**src/rtl/spi_pkg.sv**
```systemverilog
// Shared definitions for the SPI responder: word width, engine states and
// SPI mode encodings ({CPOL,CPHA}).
package spi_pkg;

  localparam int DATA_W = 8;

  typedef enum logic [1:0] {
    IDLE  = 2'd0,
    LOAD  = 2'd1,
    SHIFT = 2'd2
  } state_t;

  localparam logic [1:0] MODE0 = 2'b00;
  localparam logic [1:0] MODE1 = 2'b01;
  localparam logic [1:0] MODE2 = 2'b10;
  localparam logic [1:0] MODE3 = 2'b11;

endpackage

```
**src/rtl/spi_slave_engine_if.sv**
```systemverilog
// Parallel byte side of the SPI responder: TX/RX valid-ready handshakes and
// the overrun/underrun status pulses exchanged with the local register block.
interface spi_slave_engine_if #(parameter int DATA = spi_pkg::DATA_W) ();

  logic [DATA-1:0] tx_data;
  logic            tx_valid;
  logic            tx_ready;
  logic [DATA-1:0] rx_data;
  logic            rx_valid;
  logic            rx_ack;
  logic            overrun;
  logic            underrun;

  modport slave (
    input  tx_data, tx_valid, rx_ack,
    output tx_ready, rx_data, rx_valid, overrun, underrun
  );

  modport master (
    output tx_data, tx_valid, rx_ack,
    input  tx_ready, rx_data, rx_valid, overrun, underrun
  );

endinterface

```
**src/rtl/spi_sync_edge.sv**
```systemverilog
// Two-flop synchroniser for an asynchronous pin, plus edge detection of the
// synchronised level against its registered copy.
module spi_sync_edge #(
  parameter logic RESET_VAL = 1'b0
) (
  input  logic CLK,
  input  logic PRESETn,
  input  logic pin,
  output logic sync,
  output logic rise,
  output logic fall
);

  logic meta;
  logic prev;

  always_ff @(posedge CLK or negedge PRESETn) begin
    if (!PRESETn) begin
      meta <= RESET_VAL;
      sync <= RESET_VAL;
      prev <= RESET_VAL;
    end else begin
      meta <= pin;
      sync <= meta;
      prev <= sync;
    end
  end

  assign rise = sync & ~prev;
  assign fall = ~sync & prev;

endmodule

```
**src/rtl/spi_slave_engine.sv**
```systemverilog
// SPI responder shift engine: one byte in and one byte out per word, framed
// by SS_n, with a one-deep TX holding register and an RX output register.
module spi_slave_engine
  import spi_pkg::*;
#(
  parameter int              DATA  = DATA_W,
  parameter logic [DATA-1:0] DUMMY = 8'hFF
) (
  input  logic CLK,
  input  logic PRESETn,
  input  logic SPE,
  input  logic CPOL,
  input  logic CPHA,
  input  logic SCK,
  input  logic SS_n,
  input  logic MOSI,
  output logic MISO,
  output logic MISO_OE,
  spi_slave_engine_if.slave bus
);

  localparam int CW = $clog2(DATA);

  state_t          state, state_next;
  logic [DATA-1:0] hold;
  logic [DATA-1:0] tx_shift;
  logic [DATA-1:0] rx_shift;
  logic [CW-1:0]   bitcnt;

  logic sck_sync, sck_rise, sck_fall;
  logic ss_sync, ss_rise, ss_fall;
  logic mosi_sync, mosi_rise, mosi_fall;
  logic lead_edge, trail_edge, sample_edge, shift_edge;
  logic active, complete, load_msb;
  logic unused_sync;

  spi_sync_edge #(.RESET_VAL(1'b0)) u_sck (
    .CLK(CLK), .PRESETn(PRESETn), .pin(SCK),
    .sync(sck_sync), .rise(sck_rise), .fall(sck_fall)
  );

  spi_sync_edge #(.RESET_VAL(1'b1)) u_ss (
    .CLK(CLK), .PRESETn(PRESETn), .pin(SS_n),
    .sync(ss_sync), .rise(ss_rise), .fall(ss_fall)
  );

  spi_sync_edge #(.RESET_VAL(1'b0)) u_mosi (
    .CLK(CLK), .PRESETn(PRESETn), .pin(MOSI),
    .sync(mosi_sync), .rise(mosi_rise), .fall(mosi_fall)
  );

  assign unused_sync = ^{sck_sync, ss_sync, mosi_rise, mosi_fall};

  assign lead_edge   = CPOL ? sck_fall : sck_rise;
  assign trail_edge  = CPOL ? sck_rise : sck_fall;
  assign sample_edge = CPHA ? trail_edge : lead_edge;
  assign shift_edge  = CPHA ? lead_edge : trail_edge;

  assign active   = SPE && (state == SHIFT) && !ss_rise;
  assign complete = active && sample_edge && (bitcnt == CW'(DATA - 1));

  always_ff @(posedge CLK or negedge PRESETn) begin
    if (!PRESETn) state <= IDLE;
    else          state <= state_next;
  end

  always_comb begin
    state_next = state;
    if (!SPE) begin
      state_next = IDLE;
    end else begin
      case (state)
        IDLE:    if (ss_fall) state_next = LOAD;
        LOAD:    state_next = ss_rise ? IDLE : SHIFT;
        SHIFT: begin
          if (ss_rise)       state_next = IDLE;
          else if (complete) state_next = LOAD;
        end
        default: state_next = IDLE;
      endcase
    end
  end

  // A shift edge only advances MISO once a bit of the current word has been
  // sampled: this skips the CPHA=1 first leading edge and, in back-to-back
  // CPHA=0 words, the trailing edge that would otherwise drop the fresh MSB.
  always_ff @(posedge CLK or negedge PRESETn) begin
    if (!PRESETn) begin
      hold         <= '0;
      tx_shift     <= '0;
      rx_shift     <= '0;
      bitcnt       <= '0;
      bus.tx_ready <= 1'b1;
      bus.rx_data  <= '0;
      bus.rx_valid <= 1'b0;
      bus.overrun  <= 1'b0;
      bus.underrun <= 1'b0;
    end else begin
      bus.overrun  <= 1'b0;
      bus.underrun <= 1'b0;

      if (bus.tx_valid && bus.tx_ready) begin
        hold         <= bus.tx_data;
        bus.tx_ready <= 1'b0;
      end

      if (SPE && state == LOAD) begin
        bitcnt <= '0;
        if (!bus.tx_ready) begin
          tx_shift     <= hold;
          bus.tx_ready <= 1'b1;
        end else begin
          tx_shift     <= DUMMY;
          bus.underrun <= 1'b1;
        end
      end

      if (active) begin
        if (sample_edge) begin
          rx_shift <= {rx_shift[DATA-2:0], mosi_sync};
          bitcnt   <= bitcnt + 1'b1;
        end
        if (shift_edge && bitcnt != '0)
          tx_shift <= {tx_shift[DATA-2:0], 1'b0};
      end

      if (complete) begin
        bus.rx_data  <= {rx_shift[DATA-2:0], mosi_sync};
        bus.rx_valid <= 1'b1;
        bus.overrun  <= bus.rx_valid && !bus.rx_ack;
      end else if (bus.rx_ack) begin
        bus.rx_valid <= 1'b0;
      end
    end
  end

  // During LOAD the MSB is shown straight from its source so CPHA=0 masters
  // see valid data before the first leading edge.
  assign load_msb = bus.tx_ready ? DUMMY[DATA-1] : hold[DATA-1];
  assign MISO_OE  = SPE && (state != IDLE);
  assign MISO     = MISO_OE && ((state == LOAD) ? load_msb : tx_shift[DATA-1]);

endmodule

```
**src/flat_wrapper.sv**
```systemverilog
// flat-port wrapper written by rule: the top's interface ports become plain ports
module spi_slave_engine_flat import spi_pkg::*;
#(
  parameter int              DATA  = DATA_W,
  parameter logic [DATA-1:0] DUMMY = 8'hFF
)
  (CLK, PRESETn, SPE, CPOL, CPHA, SCK, SS_n, MOSI, MISO, MISO_OE, bus_tx_data, bus_tx_valid, bus_rx_ack, bus_tx_ready, bus_rx_data, bus_rx_valid, bus_overrun, bus_underrun);
  spi_slave_engine_if #(.DATA(DATA)) bus_i ();
  input  logic CLK;
  input  logic PRESETn;
  input  logic SPE;
  input  logic CPOL;
  input  logic CPHA;
  input  logic SCK;
  input  logic SS_n;
  input  logic MOSI;
  output logic MISO;
  output logic MISO_OE;
  input wire logic [$bits(bus_i.tx_data)-1:0] bus_tx_data;
  input wire logic [$bits(bus_i.tx_valid)-1:0] bus_tx_valid;
  input wire logic [$bits(bus_i.rx_ack)-1:0] bus_rx_ack;
  output wire logic [$bits(bus_i.tx_ready)-1:0] bus_tx_ready;
  output wire logic [$bits(bus_i.rx_data)-1:0] bus_rx_data;
  output wire logic [$bits(bus_i.rx_valid)-1:0] bus_rx_valid;
  output wire logic [$bits(bus_i.overrun)-1:0] bus_overrun;
  output wire logic [$bits(bus_i.underrun)-1:0] bus_underrun;
  assign bus_i.tx_data = bus_tx_data;
  assign bus_i.tx_valid = bus_tx_valid;
  assign bus_i.rx_ack = bus_rx_ack;
  assign bus_tx_ready = bus_i.tx_ready;
  assign bus_rx_data = bus_i.rx_data;
  assign bus_rx_valid = bus_i.rx_valid;
  assign bus_overrun = bus_i.overrun;
  assign bus_underrun = bus_i.underrun;
  spi_slave_engine #(.DATA(DATA), .DUMMY(DUMMY)) u_core (.CLK(CLK), .PRESETn(PRESETn), .SPE(SPE), .CPOL(CPOL), .CPHA(CPHA), .SCK(SCK), .SS_n(SS_n), .MOSI(MOSI), .MISO(MISO), .MISO_OE(MISO_OE), .bus(bus_i));
endmodule
```
**config.mk**
```make
export PLATFORM = sky130hd
export DESIGN_NAME = spi_slave_engine_flat
export DESIGN_NICKNAME = d
export VERILOG_FILES = /design/src/rtl/spi_pkg.sv /design/src/rtl/spi_slave_engine_if.sv /design/src/rtl/spi_sync_edge.sv /design/src/rtl/spi_slave_engine.sv /design/src/flat_wrapper.sv
export SDC_FILE = /design/constraint.sdc
export NUM_CORES = 1
export LEC_CHECK = 0
export CAP_MARGIN = 20
export CORE_MARGIN = 2
export CORE_UTILIZATION = 55
export DETAILED_ROUTE_END_ITERATION = 8
export PLACE_DENSITY = 0.81
export SKIP_CTS_REPAIR_TIMING = 1
export SLEW_MARGIN = 15
export SYNTH_ARGS = -nofsm -noshare
export SYNTH_HDL_FRONTEND = slang
export SYNTH_SLANG_ARGS = --single-unit
export TNS_END_PERCENT = 5
```
**constraint.sdc**
```tcl
create_clock -name CLK -period 3.3 [get_ports CLK]
set_input_delay 0.99 -clock CLK [delete_from_list [all_inputs] [get_ports CLK]]
set_output_delay 0.99 -clock CLK [all_outputs]
set_load 0.03 [all_outputs]
```
# ---- Word-level counts from Yosys, hierarchy flattened
# Cells that the tools add are included.
dict set report classes {
  eq_ne 5
  bitwise_logic 8
  n_reduce_logical 18
  n_mux 27
  n_addsub 1
}
# cell count
set op_table {}
lappend op_table {{$mux 8} 4}
lappend op_table {{$mux 1} 14}
lappend op_table {{$logic_and 1x1->1} 10}
lappend op_table {{$mux 2} 5}
lappend op_table {{$mux 3} 3}
lappend op_table {{$pmux 2 s3} 1}
lappend op_table {{$and 1x1->1} 4}
lappend op_table {{$ne 4x2->1 const B} 1}
lappend op_table {{$not 1->1} 4}
lappend op_table {{$reduce_and 2->1} 2}
lappend op_table {{$reduce_bool 2->1} 2}
lappend op_table {{$add 3x1->3 const B} 1}
lappend op_table {{$eq 3x3->1 const B} 1}
lappend op_table {{$ne 3x2->1 const B} 1}
lappend op_table {{$reduce_bool 3->1} 1}
lappend op_table {{$eq 2x1->1 const B} 1}
lappend op_table {{$eq 2x2->1 const B} 1}
lappend op_table {{$logic_not 1->1} 2}
lappend op_table {{$logic_not 2->1} 1}
dict set report totals {
  wordCells 77
  reg_bits 48
  output_inout_bits 14
}

# ---- Longest topological paths before layout
# Gate-level depths: netlist of run 1.
dict set report depth {
  word_depth 10
  depth_mapped 7
}

# ---- Cells and area by module
# Synthesis of run 1 repeated with hierarchy kept, for this count alone.
dict set report hier_totals {
  hier_cells 154
  hier_area_um2 2029.4
}
# mod area_per_inst_um2 instances cells_each
set modules_own_cells {}
lappend modules_own_cells {spi_slave_engine 1755.4 1 139}
lappend modules_own_cells {{spi_sync_edge (u_core.u_mosi ...)} 90.1 2 5}
lappend modules_own_cells {{spi_sync_edge (u_core.u_ss)} 93.8 1 5}

# ---- Least setup slack after synthesis of run 1
# No wires, ideal clock.
dict set report synth_timing {
  path_type {register to output}
  startpoint {register u_core.bus.tx_ready}
  endpoint {output MISO}
  path_stages_with_launch 5
  setup_slack_ns 0.872
  arrival_time_ns 1.438
  n_path_buf 1
  cell_sequence {dfstp_2 -> clkbuf_1 -> o21ai_0 -> o21ai_0 -> and2_1}
}
dict set report synth_via {
  elab_chain_len 3
}
# element line
set synth_rtl {}
lappend synth_rtl {{start, declared} spi_slave_engine_if.sv:16} ;# output tx_ready, rx_data, rx_valid, overrun, underrun
lappend synth_rtl {{start signal, assigned} spi_slave_engine.sv:93} ;# bus.tx_ready <= 1'b1;
lappend synth_rtl {{start signal, assigned} spi_slave_engine.sv:104} ;# bus.tx_ready <= 1'b0;
lappend synth_rtl {{start signal, assigned} spi_slave_engine.sv:111} ;# bus.tx_ready <= 1'b1;
lappend synth_rtl {{$mux 1} spi_slave_engine.sv:139} ;# assign load_msb = bus.tx_ready ? DUMMY[DATA-1] : hold[DATA-1];
lappend synth_rtl {{$mux 1} spi_slave_engine.sv:141} ;# assign MISO = MISO_OE && ((state == LOAD) ? load_msb : tx_shift[DATA-1]);
lappend synth_rtl {{$logic_and 1x1->1} spi_slave_engine.sv:141}
lappend synth_rtl {{end, declared} flat_wrapper.sv:17} ;# output logic MISO;
# Every way passes these cells.

# ---- Worst setup path after layout of run 1
dict set report layout_timing {
  startpoint {input SPE}
  endpoint {output MISO_OE}
}
dict set report layout_via {
  elab_chain_len 1
}
# element line
set layout_rtl {}
lappend layout_rtl {{start, declared} flat_wrapper.sv:11} ;# input logic SPE;
lappend layout_rtl {{$logic_and 1x1->1} spi_slave_engine.sv:140} ;# assign MISO_OE = SPE && (state != IDLE);
lappend layout_rtl {{end, declared} flat_wrapper.sv:18} ;# output logic MISO_OE;
# Every way passes these cells.

==> results.toml, run 1 <==
[outcome]
status = "completed"

[sta]
hold_slack_ns = 0.354
fin_crit_sh_pct = 84.2
slew_headroom_pct = 58.8
rsz0062_at_grt = "no"
skew_ns = 0.00567
tns_ns = 0
tightest_slew_ns = 0.618
finalSetupViolations = 0
layout_min_cycle_time_ns = 2.78
fmax_mhz = 360
slew_viol_final = 0
final_hold_viol_count = 0

[worst_setup_path]
critPathKind = "input pin to output port"
cp-end-kind = "output port"
cp-start-kind = "input pin"
worstPathArrival_ns = 1.79
cp.required_ns = 2.31
cp_max_fo = 4

[die]
io_pins = 32
die_w_um = 65.2
die_h_um = 65.2
die-area_um2 = 4250
start_util_pct = 56.6
row_count = 22
design.core.area_um2 = 3630

[power]
p_comb_share_pct = 20.0
clockPowerShare_pct = 27.3
power.net_switching_mw = 0.391
ir_drop_uv = 414
internal_power_mw = 1.11
seqPwrFrac_pct = 52.7
leakagePower_nw = 1.21
swShare_pct = 26.1
powerDensity_nw_per_um2 = 594

[clocking]
cts_buffers = 5
clock_latency_ns = 0.30
root_buffer = "clkbuf_8"
cts.sinks = 48
path_clk_slew_ns = 0.08
cts_tree = "yes"
cts_buffer_depth = 2
htreeDepth = 2

[synthesis]
synth-edff-count = 0
synth.mux.area_fraction_pct = 22.6
yosysWarnings = 0
synthCells = 151
synthXorXnorAreaFrac_pct = 0.790
synth_fa_ha_area_share_pct = 1.82
synth-simple-area-share_pct = 10.1
synth-async-reset-ratio_pct = 100
synthFlopType = "dfrtp_1"
ys_types = 27
synthTopCellsByCount = "dfrtp_1, mux2_4, nor2_1"
yosysMostFrequentCell = "dfrtp_1"
syn-cell-area_um2 = 2060
synth_top_area_cell = "dfrtp_1"
seq_area_frac_synth_pct = 58.6
synth_top_family_by_area = "multiplexers"
synth_nets = 172
avgSynthCellArea_um2 = 13.6
netlist.area_leader.share_pct = 53.5
synth_area_leaders = "dfrtp_1, mux2_4, mux2_2, dfstp_2, nor2_1"
ys_ff_latch = 48
synth_compound_area_share_pct = 3.89

[routing]
wl_per_cell_um = 13.9
first_pass_iters = 4
ant_nets = 0
drc = 0
drtIter0Drc = 21
drt_wl_total_um = 3260
via_per_inst = 5.02
routed-via-count = 1179

[placement]
place_hpwl_um = 2380
place_area_um2 = 2390
place_inst = 226
portBuffers = 31
gp_congestion = 0.766

[grt]
grt_use_met3_pct = 4.28
grt_pass1_wl_um = 5430
grt_overflow_total = 0
grt_pass1_vias = 1231
grt_use_met2_pct = 30.1
grt_start_max_net_pins = 49
grt-busiest-layer = "met2"
grt_use_total_pct = 17.1
grtUsageMet1_pct = 19.9
antenna_found_initial = 0

[run]
maxCapViolations = 0

[final_layout]
fillCellCount = 278
drive_gt1_share_pct = 27.8
design_area_um2 = 2520
nets = 207
area_delta_synth_final_pct = 22.6
diodes = 0
final_cells = 235
fin_util_pct = 69.4

[hold_path]
holdCritPathClass = "flop to flop"
## worst paths after layout
kind                                        start                    end  slack, ns  cells after the start
worst min-delay path            u_core.u_sck.meta      u_core.u_sck.sync       0.35                      0
worst min register to register  u_core.u_sck.meta      u_core.u_sck.sync       0.35                      0
worst max register to register   u_core.bitcnt[0]  u_core.bus.rx_data[1]       1.42                      6
min in group asynchronous                 PRESETn    u_core.bus.underrun       0.55                      1
max in group asynchronous                 PRESETn    u_core.bus.tx_ready       2.22                      2
worst max-delay path                          SPE                MISO_OE       0.52                      3
## registers in the layout, indices dropped and copies added, names as in the netlist, 2 cells and up
signal	count
u_core.bus.rx_data	8
u_core.tx_shift	8
u_core.hold	8
u_core.state	2
u_core.bitcnt	3
u_core.rx_shift	7
## cell families after synthesis
kind of cell,after synthesis
flops,48
simple gates,40
fa+ha+maj,3
xor+xnor,1
mux,36
buf+inv,9
compound gates,14
## cell usage in the layout (no fill, tap or decap), types with 2 or more instances in the layout
master           instances
dfstp_2                  4
clkdlybuf4s50_1         28
and2_1                   2
nand3b_1                 3
o21ai_0                  5
buf_4                    3
clkbuf_8                 5
nand2_1                  7
mux2_2                  15
mux2i_1                  4
o21a_1                   2
a21oi_1                  6
ha_1                     3
dfrtp_1                 44
nor2_1                  17
inv_1                    4
nand2b_1                 5
mux2_4                  17
## routing by layer
layer	vias to the layer above	part of all wire (%)	wire, um
li1	576	-	-
met1	571	44	1450
met2	27	50	1640
met3	5	4.1	135
met4	0	1.2	39
met5	-	0	0
## through the flow
step                total power [mW]  setup WS (ns)
floorplan                       1.00          0.872
global placement                1.08          0.497
detailed placement              1.10          0.428
CTS                             1.51          0.509
global route                    1.59          0.477
finish                          1.50          0.521
## area by class of cell
cell class / count / area [um^2] / share of cell area [%]
clock inverter: 2 / 35.0 / 1.39
inverter: 4 / 15.0 / 0.595
timing repair buffer: 33 / 328 / 13.0
clock buffer: 6 / 72.6 / 2.88
multi-input combinational: 94 / 806 / 31.9
sequential: 48 / 1210 / 47.8
tap: 48 / 60.1 / 2.38
## worst max-delay path: stages
cell	delay, ns
clkdlybuf4s50_1	0.51
o21a_1	0.14
buf_4	0.15
## power by group through the flow
stage | registers, mW | logic, mW | clock network (mW)
after floorplan | 0.780 | 0.220 | 0
after global placement | 0.796 | 0.282 | 0
after detailed placement | 0.801 | 0.302 | 0
after CTS | 0.790 | 0.304 | 0.418
after global routing | 0.807 | 0.337 | 0.446
final | 0.789 | 0.300 | 0.409
(Power assumes the default switching activity.)
==> run 2, diff against run 1 <==
--- a/config.mk
+++ b/config.mk
@@ -7,9 +7,9 @@
 export LEC_CHECK = 0
 export CAP_MARGIN = 20
 export CORE_MARGIN = 2
-export CORE_UTILIZATION = 55
+export CORE_UTILIZATION = 47
 export DETAILED_ROUTE_END_ITERATION = 8
-export PLACE_DENSITY = 0.81
+export PLACE_DENSITY = 0.74
 export SKIP_CTS_REPAIR_TIMING = 1
 export SLEW_MARGIN = 15
 export SYNTH_ARGS = -nofsm -noshare
==> constraint.sdc (replaced) <==
create_clock -name CLK -period 2.3 [get_ports CLK]
set_input_delay 0.69 -clock CLK [delete_from_list [all_inputs] [get_ports CLK]]
set_output_delay 0.69 -clock CLK [all_outputs]
set_load 0.03 [all_outputs]
==> results.toml, run 2 (synthesis results as in run 1) <==
[die]
die-area_um2 = 4920
row_count = 24
die_w_um = 70.2
io_pins = 32
die_h_um = 70.2
start_util_pct = 47.9
design.core.area_um2 = 4290

[final_layout]
largestRegisters = "u_core.bus.rx_data x8, u_core.hold x8, u_core.tx_shift x8"
nets = 217
final_common_cell = "dfrtp_1"
design_area_um2 = 2580
area.sequential_um2 = 1210
drive_gt1_share_pct = 31.0
diodes = 0
layout_common_cells = "dfrtp_1, clkdlybuf4s50_1, nor2_1, mux2_4, mux2_2"
area_delta_synth_final_pct = 25.3
multiInputGateArea_um2 = 806
fillCellCount = 341
fin_util_pct = 60.1

[grt]
grt_pass1_vias = 1213
grt_use_total_pct = 14.9
grt_pass1_wl_um = 5750
grt_start_max_net_pins = 49
grt_overflow_total = 0
antenna_found_initial = 0

[clocking]
cts.sinks = 48
cts_tree = "yes"
path_clk_slew_ns = 0.08
clock_latency_ns = 0.29
root_buffer = "clkbuf_8"
htreeDepth = 2
cts_buffers = 5
cts_buffer_depth = 2

[routing]
drtIter0Drc = 31
wl_per_cell_um = 13.6
via_per_inst = 4.92
ant_nets = 0
drc = 0
drt_wl_total_um = 3390
first_pass_iters = 4
routed-via-count = 1226

[sta]
fin_crit_sh_pct = 98.3
skew_ns = 0.00224
tns_ns = 0
rsz0062_at_grt = "no"
final_hold_viol_count = 0
tightest_slew_ns = 0.589
fmax_mhz = 442
finalSetupViolations = 0
layout_min_cycle_time_ns = 2.26
slew_headroom_pct = 60.7
slew_viol_final = 0

[worst_setup_path]
cpMaxStageDelayCell = "clkdlybuf4s50_1"
cp-start-kind = "flop"
r2r_cells = 7
path_cells = "clkdlybuf4s50_1"
rr_startpoint = "u_core.bitcnt[0]"
reg2reg_slack_ns = 0.62
cp.required_ns = 1.61
crit_path_max_incr_delay_ns = 0.69
critPathKind = "flop to output port"
cp_max_fo = 5
critPathBufInv = 1
cp-end-kind = "output port"
crit_family = "buffers and inverters"
worstPathArrival_ns = 1.57
worstReg2RegEnd = "u_core.bus.rx_data[1]"

[run]
maxCapViolations = 0

[power]
totalPowerFinal_mw = 2.13
leakagePower_nw = 1.25
powerDensity_nw_per_um2 = 826
ir_drop_uv = 557

[outcome]
status = "completed"

[hold_path]
min_to = "u_core.u_mosi.sync"
hp-start = "u_core.u_mosi.meta"
holdCritPathClass = "flop to flop"
hold-path-cell-count = 0

[placement]
place_area_um2 = 2450
place_hpwl_um = 2330
portBuffers = 31
gp_congestion = 0.695
## run 2: worst max path at each step
stage                             start                     to  slack (ns)  cells past startpoint
global route        u_core.bus.tx_ready                   MISO       0.006                      5
global placement                    SPE     u_core.tx_shift[1]       -0.08                      5
finish              u_core.bus.tx_ready           bus_tx_ready        0.04                      1
detailed placement                  SPE  u_core.bus.rx_data[2]       -0.09                      6
CTS                 u_core.bus.tx_ready                   MISO       -0.04                      5
floorplan           u_core.bus.tx_ready                   MISO        0.17                      4
## run 2: final cells by class
class / instances / share of cell area (%)
Multi-Input combinational cell: 94 / 31.2
Clock buffer: 8 / 3.49
Sequential cell: 48 / 46.8
Inverter: 4 / 0.582
Tap cell: 52 / 2.52
Timing Repair Buffer: 43 / 15.4
## run 2: per-layer routing
| layer | wire, um | track usage, % | up-vias |
|---|---|---|---|
| li1 | - | - | 600 |
| met1 | 1610 | 20.4 | 596 |
| met2 | 1600 | 22.4 | 22 |
| met3 | 111 | 3.90 | 8 |
| met4 | 65 | 6.41 | 0 |
| met5 | 0 | 0 | - |
## run 2: power breakdown
part	switching (mW)	total, mW	internal [mW]
Clock	0.252	0.497	0.245
Combinational	0.216	0.518	0.302
Sequential	0.0986	1.12	1.02
## run 2: stage by stage
step	cells	hold WS [ns]	setup WS, ns
after global routing	249	0.363	0.00573
final	249	0.351	0.0380
after CTS	245	0.355	-0.0432
after global placement	237	0.332	-0.0759
after detailed placement	237	0.336	-0.0879
after floorplan	151	0.331	0.172
